[src/rtl/pc_sequencer_if.sv]
// Fetch and decode handshake bundle between pc_sequencer, instruction memory and decode.
interface pc_sequencer_if #(
    parameter int unsigned ADDR_W = 32
) ();
    logic              imem_req;
    logic [ADDR_W-1:0] imem_addr;
    logic              imem_ready;
    logic [31:0]       imem_rdata;
    logic              instr_valid;
    logic [31:0]       instr;
    logic              stall;

    modport master (
        output imem_req,
        output imem_addr,
        input  imem_ready,
        input  imem_rdata,
        output instr_valid,
        output instr,
        input  stall
    );

    modport slave (
        input  imem_req,
        input  imem_addr,
        output imem_ready,
        output imem_rdata,
        input  instr_valid,
        input  instr,
        output stall
    );
endinterface

[src/rtl/pc_sequencer.sv]
// Next-PC sequencer: owns pc, runs the instruction-fetch handshake and selects the next pc.
// Define PCSEQ_MISALIGN_TRAP_EN to trap misaligned jr targets (adds the misalign_err output).
module pc_sequencer #(
    parameter int unsigned       ADDR_W    = 32,
    parameter logic [ADDR_W-1:0] RESET_VEC = ADDR_W'(32'h0000_0000),
    parameter logic [ADDR_W-1:0] EXC_VEC   = ADDR_W'(32'h0000_0080)
) (
    input  logic              clk,
    input  logic              rst,
    pc_sequencer_if.master    bus,
    output logic [ADDR_W-1:0] pc,
    output logic [ADDR_W-1:0] pc_plus4,
    input  logic              branch_taken,
    input  logic [15:0]       branch_off,
    input  logic              jump,
    input  logic [25:0]       jump_tgt,
    input  logic              jr,
    input  logic [ADDR_W-1:0] jr_addr,
    input  logic              exception,
    input  logic              halt,
    output logic              halted,
`ifdef PCSEQ_MISALIGN_TRAP_EN
    output logic              misalign_err,
`endif
    output logic [31:0]       retired
);

    typedef enum logic [1:0] {StBoot, StFetch, StIssue, StHalted} state_e;

    state_e            state_q, state_d;
    logic [ADDR_W-1:0] pc_q, pc_d;
    logic [31:0]       instr_q, instr_d;
    logic [31:0]       retired_q, retired_d;
    logic              skip_q, skip_d;
    logic [ADDR_W-1:0] next_pc;
    logic [ADDR_W-1:0] jr_target;
    logic [ADDR_W-1:0] branch_disp;
    logic              fetch_req;
    logic              take;

    assign pc_plus4    = pc_q + ADDR_W'(4);
    assign jr_target   = jr_addr & ~ADDR_W'(3);
    assign branch_disp = {{(ADDR_W-18){branch_off[15]}}, branch_off, 2'b00};
    // skip_q suppresses the request for the one cycle after an exception abandons a fetch
    assign fetch_req   = (state_q == StFetch) && !skip_q;
    assign take        = (state_q == StIssue) && !exception && !bus.stall;

`ifdef PCSEQ_MISALIGN_TRAP_EN
    logic jr_misaligned;
    logic misalign_q;

    assign jr_misaligned = jr && (jr_addr[1:0] != 2'b00);
    assign misalign_err  = misalign_q;

    always_ff @(posedge clk or posedge rst) begin
        if (rst) begin
            misalign_q <= 1'b0;
        end else begin
            misalign_q <= take && jr_misaligned;
        end
    end
`endif

    // Redirect priority below exception: jr > jump > branch > sequential
    always_comb begin
        next_pc = pc_plus4;
        if (jr) begin
`ifdef PCSEQ_MISALIGN_TRAP_EN
            next_pc = jr_misaligned ? EXC_VEC : jr_target;
`else
            next_pc = jr_target;
`endif
        end else if (jump) begin
            next_pc = {pc_plus4[ADDR_W-1:28], jump_tgt, 2'b00};
        end else if (branch_taken) begin
            next_pc = pc_plus4 + branch_disp;
        end
    end

    always_comb begin
        state_d   = state_q;
        pc_d      = pc_q;
        instr_d   = instr_q;
        retired_d = retired_q;
        skip_d    = 1'b0;
        unique case (state_q)
            StBoot: begin
                state_d = StFetch;
                if (exception) begin
                    pc_d   = EXC_VEC;
                    skip_d = 1'b1;
                end
            end
            StFetch: begin
                if (exception) begin
                    pc_d   = EXC_VEC;
                    skip_d = 1'b1;
                end else if (fetch_req && bus.imem_ready) begin
                    instr_d = bus.imem_rdata;
                    state_d = StIssue;
                end
            end
            StIssue: begin
                if (exception) begin
                    pc_d    = EXC_VEC;
                    state_d = StFetch;
                end else if (!bus.stall) begin
                    retired_d = retired_q + 32'd1;
                    pc_d      = next_pc;
                    state_d   = halt ? StHalted : StFetch;
                end
            end
            StHalted: begin
            end
            default: state_d = StBoot;
        endcase
    end

    always_ff @(posedge clk or posedge rst) begin
        if (rst) begin
            state_q   <= StBoot;
            pc_q      <= RESET_VEC;
            instr_q   <= 32'd0;
            retired_q <= 32'd0;
            skip_q    <= 1'b0;
        end else begin
            state_q   <= state_d;
            pc_q      <= pc_d;
            instr_q   <= instr_d;
            retired_q <= retired_d;
            skip_q    <= skip_d;
        end
    end

    assign bus.imem_req    = fetch_req;
    assign bus.imem_addr   = pc_q;
    assign bus.instr_valid = (state_q == StIssue);
    assign bus.instr       = instr_q;
    assign pc              = pc_q;
    assign halted          = (state_q == StHalted);
    assign retired         = retired_q;

endmodule

[src/flat_wrapper.sv]
// flat-port wrapper written by rule: the top's interface ports become plain ports
module pc_sequencer_flat 
#(
    parameter int unsigned       ADDR_W    = 32,
    parameter logic [ADDR_W-1:0] RESET_VEC = ADDR_W'(32'h0000_0000),
    parameter logic [ADDR_W-1:0] EXC_VEC   = ADDR_W'(32'h0000_0080)
)
  (clk, rst, pc, pc_plus4, branch_taken, branch_off, jump, jump_tgt, jr, jr_addr, exception, halt, halted, retired, bus_imem_req, bus_imem_addr, bus_imem_ready, bus_imem_rdata, bus_instr_valid, bus_instr, bus_stall);
  pc_sequencer_if #(.ADDR_W(ADDR_W)) bus_i ();
  input  logic clk;
  input  logic rst;
  output logic [ADDR_W-1:0] pc;
  output logic [ADDR_W-1:0] pc_plus4;
  input  logic branch_taken;
  input  logic [15:0] branch_off;
  input  logic jump;
  input  logic [25:0] jump_tgt;
  input  logic jr;
  input  logic [ADDR_W-1:0] jr_addr;
  input  logic exception;
  input  logic halt;
  output logic halted;
  output logic [31:0] retired;
  output wire logic [$bits(bus_i.imem_req)-1:0] bus_imem_req;
  output wire logic [$bits(bus_i.imem_addr)-1:0] bus_imem_addr;
  input wire logic [$bits(bus_i.imem_ready)-1:0] bus_imem_ready;
  input wire logic [$bits(bus_i.imem_rdata)-1:0] bus_imem_rdata;
  output wire logic [$bits(bus_i.instr_valid)-1:0] bus_instr_valid;
  output wire logic [$bits(bus_i.instr)-1:0] bus_instr;
  input wire logic [$bits(bus_i.stall)-1:0] bus_stall;
  assign bus_imem_req = bus_i.imem_req;
  assign bus_imem_addr = bus_i.imem_addr;
  assign bus_i.imem_ready = bus_imem_ready;
  assign bus_i.imem_rdata = bus_imem_rdata;
  assign bus_instr_valid = bus_i.instr_valid;
  assign bus_instr = bus_i.instr;
  assign bus_i.stall = bus_stall;
  pc_sequencer #(.ADDR_W(ADDR_W), .RESET_VEC(RESET_VEC), .EXC_VEC(EXC_VEC)) u_core (.clk(clk), .rst(rst), .bus(bus_i), .pc(pc), .pc_plus4(pc_plus4), .branch_taken(branch_taken), .branch_off(branch_off), .jump(jump), .jump_tgt(jump_tgt), .jr(jr), .jr_addr(jr_addr), .exception(exception), .halt(halt), .halted(halted), .retired(retired));
endmodule
[config.mk]
export PLATFORM = sky130hd
export DESIGN_NAME = pc_sequencer_flat
export DESIGN_NICKNAME = d
export VERILOG_FILES = /design/src/rtl/pc_sequencer_if.sv /design/src/rtl/pc_sequencer.sv /design/src/flat_wrapper.sv
export SDC_FILE = /design/constraint.sdc
export NUM_CORES = 1
export LEC_CHECK = 0
export CAP_MARGIN = 20
export CORE_MARGIN = 2
export CORE_UTILIZATION = 48
export CTS_CLUSTER_DIAMETER = 80
export DETAILED_ROUTE_END_ITERATION = 6
export PLACE_DENSITY = 0.87
export RECOVER_POWER = 25
export SLEW_MARGIN = 10
export SYNTH_ARGS = -nofsm -noshare
export SYNTH_HDL_FRONTEND = slang
export SYNTH_SLANG_ARGS = --single-unit
[constraint.sdc]
create_clock -name clk -period 7 [get_ports clk]
set_clock_uncertainty 0.1 [all_clocks]
set_input_delay 1.4 -clock clk [delete_from_list [all_inputs] [get_ports clk]]
set_output_delay 1.4 -clock clk [all_outputs]
set_load 0.005 [all_outputs]
==> summary.txt, run 1 <==
Run status
  – Outcome: complete, but fails checks
  – Failing checks: capacitance limit, slew limit

Final layout
  – Area growth, synth to finish: 41.32%
  – Area of the multi-input gates: 0.004129 mm²
  – Fin nets: roughly 1.2k
  – Design Area, Final: just under 0.01 mm²
  – Share of layout cells above drive strength 1: a little under 7%
  – FF/Latch Area: 0.002427 mm²
  – FILL cells: 1163

Power
  – Pwr per Cell Area: ~250 mW/mm²
  – Peak VDD IR: ~0.22 mV
  – Leakage: 0.004352 µW

Clocking
  – CTS buffer count: 9
  – Clock buffer depth: 2
  – Cts hold-fix bufs: 0
  – CTS tree: built
  – H-Tree Depth: 3
  – Clock Root Buffer: clkbuf_16
  – CTS clock-pin slew for the worst setup and hold paths: 0.07 ns
  – Clk_lat worst skew: 0.34 ns
  – Post_cts resized: 0
  – Clock sink count: 97
  – Post-CTS Setup Bufs: 0

Die
  – Core ar.: around 0.014 mm²
  – Initial Utilization: 48.63%
  – Die Area: between 0.015 and 0.02 mm²
  – I/O pin cnt: approximately 280
  – Die H: 124.7 µm
  – Rows: 44
  – Die width: 124.7 µm

Critical path
  – WS Path Type: primary input to register
  – R2r setup slk: 2.44 ns
  – Crit end category: register
  – CP Launch Type: primary input
  – CP Data Required Time: 7.11 ns
  – Worst EP arrival: 4.80 ns
  – CP Max Fanout: 19

Global routing
  – Met1 Track Usage GR: 37.64%
  – Overflow after GRT: 0
  – Grt peak-use layer: met2
  – Initial antenna violation count: 2
  – Pin count of the biggest net entering global routing: 50
  – First-pass GRT wire length: 33.91 mm
  – Vias in the first global route: 6302
  – GR Layer Usage met3: 4.682%
  – Met2 Resource Use GR: a little over two fifths
  – Tot GR Track Use: 26.85%

Routing
  – DR vias: 6592
  – DR DRC count: 0
  – Avg Vias per Cell: 5.539
  – Avg WL per Cell: 17.92 µm
  – Antenna Violating Nets Remaining: 0
  – Initial drt markers: 588
  – Final WL: 21.32 mm
  – First-pass detailed-route iteration total: 5

Yosys
  – Post-synth ARST share: 100.0%
  – Library cells used by synthesis: 66
  – Flops & latches, synth: 97
  – Mapped Area: roughly 0.0070 mm²
  – Mapped Cells: roughly 780
  – Synth Flop Type: dfrtp_1
  – Sequential area share after synthesis: around a third
  – Average size of a mapped cell: 9.017 µm²
  – Post-synth EDFFs: 0
  – Yosys warns: 0

STA
  – Setup TNS: 0 ns
  – Min Tclk post-route: 4.686 ns
  – Crit share post-route: around two thirds
  – Slew @ Worst Pin: 2.101 ns
  – Final setup fails: 0
  – RSZ-0062 raised after global routing: false
  – Hold Slack: approximately 0.38 ns
  – Rel. slew slack: -40.85%
  – Fmax: 213.4 MHz
  – Final hold violations: 0
  – Final Max Tran Viols: 50

Hold path
  – Hold Path Class: register to register

Placement
  – Placer Congestion: 0.9608
  – Port bufs: about 270
  – Placed cell area: 0.009598 mm²
  – Dpl hpwl: between 15 and 20 mm

Flow run
  – Max-cap violations: 1
-- area by class of cell --
class,count,area share [%]
timing repair buffer,275,27.72
multi-input combinational,599,41.81
clock buffer,9,2.281
inverter,19,0.7348
tap,184,2.331
clock inverter,6,0.5194
antenna,1,0.02534
sequential,97,24.58
-- path summary, 6_finish.rpt --
| kind | startpoint | end | cells after the start |
|---|---|---|---|
| max | branch_off[15] | u_core.bus.imem_addr[31] | 11 |
| min | u_core.retired[20] | u_core.retired[20] | 1 |
| max reg2reg | u_core.bus.imem_addr[2] | u_core.bus.imem_addr[31] | 17 |
| min in group asynchronous | rst | u_core.retired[14] | 2 |
| min reg2reg | u_core.retired[20] | u_core.retired[20] | 1 |
| max in group asynchronous | rst | u_core.skip_q | 3 |
-- metal layers --
layer / part of all wire, % / vias up
met5: 0.061 / -
met4: 1.1 / 2
met1: 44 / 3146
li1: - / 3188
met2: 48 / 237
met3: 6.9 / 19
-- Yosys cell counts (all sizes together) (2+ instances only) --
| cell type | number | area (µm²) |
|---|---|---|
| dfrtp | 97 | 2427 |
| nand2 | 71 | 266.5 |
| nor2 | 66 | 247.7 |
| a21oi | 58 | 294.0 |
| xnor2 | 47 | 411.6 |
| ha | 42 | 525.5 |
| buf | 40 | 285.3 |
| mux2 | 33 | 371.6 |
| xor2 | 33 | 289.0 |
| o21ai | 31 | 158.9 |
| nand3 | 29 | 145.1 |
| clkbuf | 25 | 93.84 |
| a21o | 20 | 151.4 |
| inv | 19 | 71.32 |
| and3 | 17 | 107.6 |
| a211oi | 11 | 82.58 |
| nand2b | 11 | 68.82 |
| nand4 | 10 | 62.56 |
| nor3 | 10 | 50.05 |
| o22ai | 9 | 56.30 |
| and4 | 8 | 70.07 |
| mux2i | 7 | 70.07 |
| nor2b | 7 | 43.79 |
| o211ai | 7 | 52.55 |
| o31ai | 7 | 52.55 |
| a31oi | 5 | 46.29 |
| or3 | 5 | 31.28 |
| a211o | 4 | 35.03 |
| a311oi | 3 | 32.53 |
| o211a | 3 | 30.03 |
| o21a | 3 | 22.52 |
| or2 | 3 | 18.77 |
| a2111oi | 2 | 23.77 |
| a221o | 2 | 21.27 |
| a221oi | 2 | 17.52 |
| a22o | 2 | 17.52 |
| a311o | 2 | 20.02 |
| a32o | 2 | 20.02 |
| and2 | 2 | 12.51 |
| and3b | 2 | 17.52 |
| o2bb2ai | 2 | 17.52 |
| o311ai | 2 | 17.52 |
-- worst max-delay path: stages --
cell and delay (ns):
clkdlybuf4s50_1 0.83, ha_1 0.66, nand3_1 0.12, or3_1 0.31, a21oi_1 0.21, o21ai_1 0.10
a41oi_1 0.32, o21ai_0 0.19, a211oi_1 0.39, xor2_1 0.19, o21ai_1 0.08
-- report_power, final --
part	internal, µW	switching (µW)
clock network	244	217
registers	699	133
logic	651	522
total	1590	872
-- metrics by stage --
step	utilization (%)	setup slack, ns	power, µW	std cells
2_1_floorplan	-	2.966	1455	780
3_3_place_gp	66.80	2.030	2012	1174
3_5_place_dp	66.80	2.066	2043	1174
4_1_cts	68.72	2.328	2515	1189
5_1_grt	68.71	1.941	2621	1189
6_report	68.73	2.314	2466	1190
-- cells by family after synthesis --
| family | Yosys count | share of synthesized area, % |
|---|---|---|
| AO/OA/AOI/OAI | 186 | 17.96 |
| other | 1 | 0.05366 |
| flip-flops | 97 | 34.74 |
| adder cells (fa/ha/maj) | 43 | 7.807 |
| multiplexers | 40 | 6.321 |
| AND/OR/NAND/NOR | 244 | 16.65 |
| buffers and inverters | 84 | 6.446 |
| XOR/XNOR | 80 | 10.03 |
-- placed cells by master, fill, tap and decap left out, types with 3 or more instances in the layout --
cell type / count
a211o_1: 4
a211oi_1: 11
a21o_1: 19
a21oi_1: 57
a31oi_1: 4
and3_1: 16
and4_1: 8
buf_4: 6
clkbuf_16: 9
clkdlybuf4s50_1: 230
clkinvlp_4: 3
conb_1: 6
dfrtp_1: 97
dlygate4sd3_1: 39
ha_1: 42
inv_1: 18
mux2_2: 33
mux2i_1: 7
nand2_1: 71
nand2b_1: 11
nand3_1: 29
nand4_1: 10
nor2_1: 66
nor2b_1: 7
nor3_1: 10
o211a_1: 3
o211ai_1: 7
o21a_1: 3
o21ai_0: 26
o21ai_1: 4
o22ai_1: 9
o31ai_1: 7
or2_2: 3
or3_1: 5
xnor2_1: 47
xor2_1: 33
-- registers in the layout, summed over array words and instances, names as in the netlist --
| register | flops |
|---|---|
| u_core.bus.imem_addr | 30 |
| u_core.retired | 32 |
| u_core.state_q | 2 |
| u_core.skip_q | 1 |
| u_core.bus.instr | 32 |
Power figures use the tool's default switching activity.
==> run 2, diff against run 1 <==
CORE_UTILIZATION = 45   (was 48)
PLACE_DENSITY = 0.83   (was 0.87)
clock period = 4.5 ns   (was 7 ns; I/O delays follow)
==> summary.txt, run 2 (synthesis results as in run 1) <==
Clocking
  – Clock sink count: 97 (unchanged)
  – Cts hold-fix bufs: 0 (unchanged)
  – Clock buffer depth: 2 (unchanged)
  – CTS tree: built
  – CTS clock-pin slew for the worst setup and hold paths: 0.07 ns (about the same)
  – Clock Root Buffer: clkbuf_16
  – CTS buffer count: 9 (unchanged)
  – H-Tree Depth: 3 (unchanged)
  – Clk_lat worst skew: 0.35 ns (about the same)

Routing
  – DR vias: 6911 (+4.8%)
  – Final WL: 23.05 mm (+8.1%)
  – First-pass detailed-route iteration total: 5 (unchanged)
  – DR DRC count: 0 (unchanged)
  – Avg Vias per Cell: 5.679 (+2.5%)
  – Avg WL per Cell: 18.94 µm (+5.7%)
  – Antenna Violating Nets Remaining: 0 (unchanged)
  – Initial drt markers: 429 (-27%)

Final layout
  – Most common cell after layout, fill and taps aside: clkdlybuf4s50_1
  – Fin nets: 1181 (+1.9%)
  – Share of layout cells above drive strength 1: 9.436% (+2.6 points)
  – Most frequent cells in the layout: clkdlybuf4s50_1 (267), dfrtp_1 (97), nand2_1 (71)
  – Area growth, synth to finish: 44.33%
  – Final std cells w/o fill: 1217 (+2.3%)

Critical path
  – Crit end category: register
  – RR Endpoint: u_core.bus.imem_addr[19]
  – WS Path Type: register to register
  – Worst EP arrival: 4.36 ns (-0.44 ns)
  – CP Max Fanout: 7 (-12)
  – R2r setup slk: 0.31 ns (-2.13 ns)
  – R2R cell count: 17 (unchanged)
  – CP Launch Type: register
  – R2R Path Start: u_core.bus.imem_addr[2]
  – CP Data Required Time: 4.67 ns (-2.44 ns)

STA
  – Crit share post-route: approximately 93%
  – Fmax: 238.4 MHz
  – Final hold violations: 0 (unchanged)
  – Worst Setup Slack, final: 0.3062 ns (-2.008 ns)
  – Min Tclk post-route: ~4.2 ns
  – Final setup fails: 0 (unchanged)
  – Final Max Tran Viols: 60 (+20%)
  – Slew @ Worst Pin: 2.406 ns (+0.3048 ns)
  – Rel. slew slack: -60.57% (-20 points)

Hold path
  – Hold Path Class: register to register
  – HP Start: u_core.retired[31]
  – Hold path cells: 1 (unchanged)
  – Hold EP: u_core.retired[31]

Die
  – Rows: 45 (+2.3%)
  – Initial Utilization: 45.97% (-2.7 points)
  – Die Area: 0.01654 mm² (+6.5%)
  – Core ar.: 0.01520 mm² (+5.8%)
  – I/O pin cnt: 278 (unchanged)
  – Die width: 128.6 µm (+3.2%)
  – Die H: 128.6 µm (+3.2%)

Power
  – Leakage: 0.004447 µW (+2.2%)
  – Pwr per Cell Area: 395.3 mW/mm² (+58%)
  – Peak VDD IR: 0.2954 mV (+34%)

Run status
  – Failing checks: capacitance limit, slew limit
  – Outcome: complete, but fails checks

Placement
  – Port bufs: 269 (unchanged)
  – Post-Place Cells: 1199 (+2.1%)
  – Dpl hpwl: 17.54 mm (+6.3%)
  – Pre-CTS WS: 0.2143 ns (-1.852 ns)
  – Placer Congestion: 0.9456 (-1.6%)

Global routing
  – Overflow after GRT: 0 (unchanged)
  – Tot GR Track Use: 27.60% (+0.75 points)
  – Initial antenna violation count: 0 (-2)
  – First-pass GRT wire length: 35.70 mm (+5.3%)
  – Pin count of the biggest net entering global routing: 60 (+20%)
  – Vias in the first global route: 6726 (+6.7%)

Flow run
  – Max-cap violations: 1 (unchanged)
run 2: how the worst max path moves through the flow:
| stage | startpoint | end | cells past startpoint |
|---|---|---|---|
| after global placement | branch_off[7] | u_core.bus.imem_addr[30] | 12 |
| final | u_core.bus.imem_addr[2] | u_core.bus.imem_addr[19] | 17 |
| after CTS | u_core.bus.imem_addr[2] | u_core.bus.imem_addr[15] | 17 |
| after detailed placement | u_core.bus.imem_addr[2] | u_core.bus.imem_addr[15] | 17 |
| after global routing | u_core.bus.imem_addr[2] | u_core.bus.imem_addr[31] | 18 |
| after floorplan | u_core.bus.imem_addr[2] | u_core.bus.imem_addr[30] | 15 |
run 2: power breakdown:
| group | switching, µW | total [µW] | leakage, µW | internal (µW) |
|---|---|---|---|---|
| Combinational | 833 | 1930 | 0.00304 | 1100 |
| Clock | 377 | 766 | 0.000138 | 389 |
| Sequential | 203 | 1290 | 0.00127 | 1090 |
| Total | 1410 | 3990 | 0.00445 | 2570 |
run 2: stage by stage:
stage          TNS [ns]  util [%]  hold slack [ns]  area, µm²  total power, µW
2_1_floorplan         0         -           0.3682       7007             2263
3_3_place_gp          0     64.21           0.3665       9761             3180
3_5_place_dp          0     64.21           0.3695       9761             3219
4_1_cts               0     66.08           0.3849      10050             4010
5_1_grt        -0.05111     66.33           0.3928      10080             4232
6_report              0     66.35           0.3830      10090             3987
run 2: layout make-up:
cell class              count  area [µm²]
well taps                 188       235.2
diodes                      1       2.502
fillers                  1232        5116
clock inverters             6       56.30
clock buffers              10       229.0
inverters                  19       71.32
repair buffers            297        2898
flip-flops and latches     97        2427
multi-input cells         599        4167
run 2: what timing repair did:
item | in CTS | in global routing
setup buffers | 0 | 1
endpoints found under the hold margin | 0 | 0
resized for setup | 0 | 9
endpoints found under the setup margin | 0 | 9
run 2: worst max-delay path: stages (launching register included):
cell,delay (ns)
dfrtp_1,0.46
ha_1,0.23
nand3_1,0.15
nor2_1,0.19
buf_4,0.16
nand2_1,0.08
xnor2_2,0.27
ha_1,0.35
a2111oi_1,0.38
o21ai_1,0.19
a31o_2,0.27
a21oi_1,0.21
o21ai_0,0.20
a221oi_1,0.37
xnor2_1,0.16
nand2_1,0.06
o2bb2ai_1,0.13
o22ai_1,0.14
run 2: routing by layer:
metal	wire length, µm	up-vias	GRT usage [%]
met5	0	-	0
met4	607	0	11.06
met3	2123	40	7.277
met2	10710	325	44.21
met1	9607	3332	35.79
li1	-	3214	-
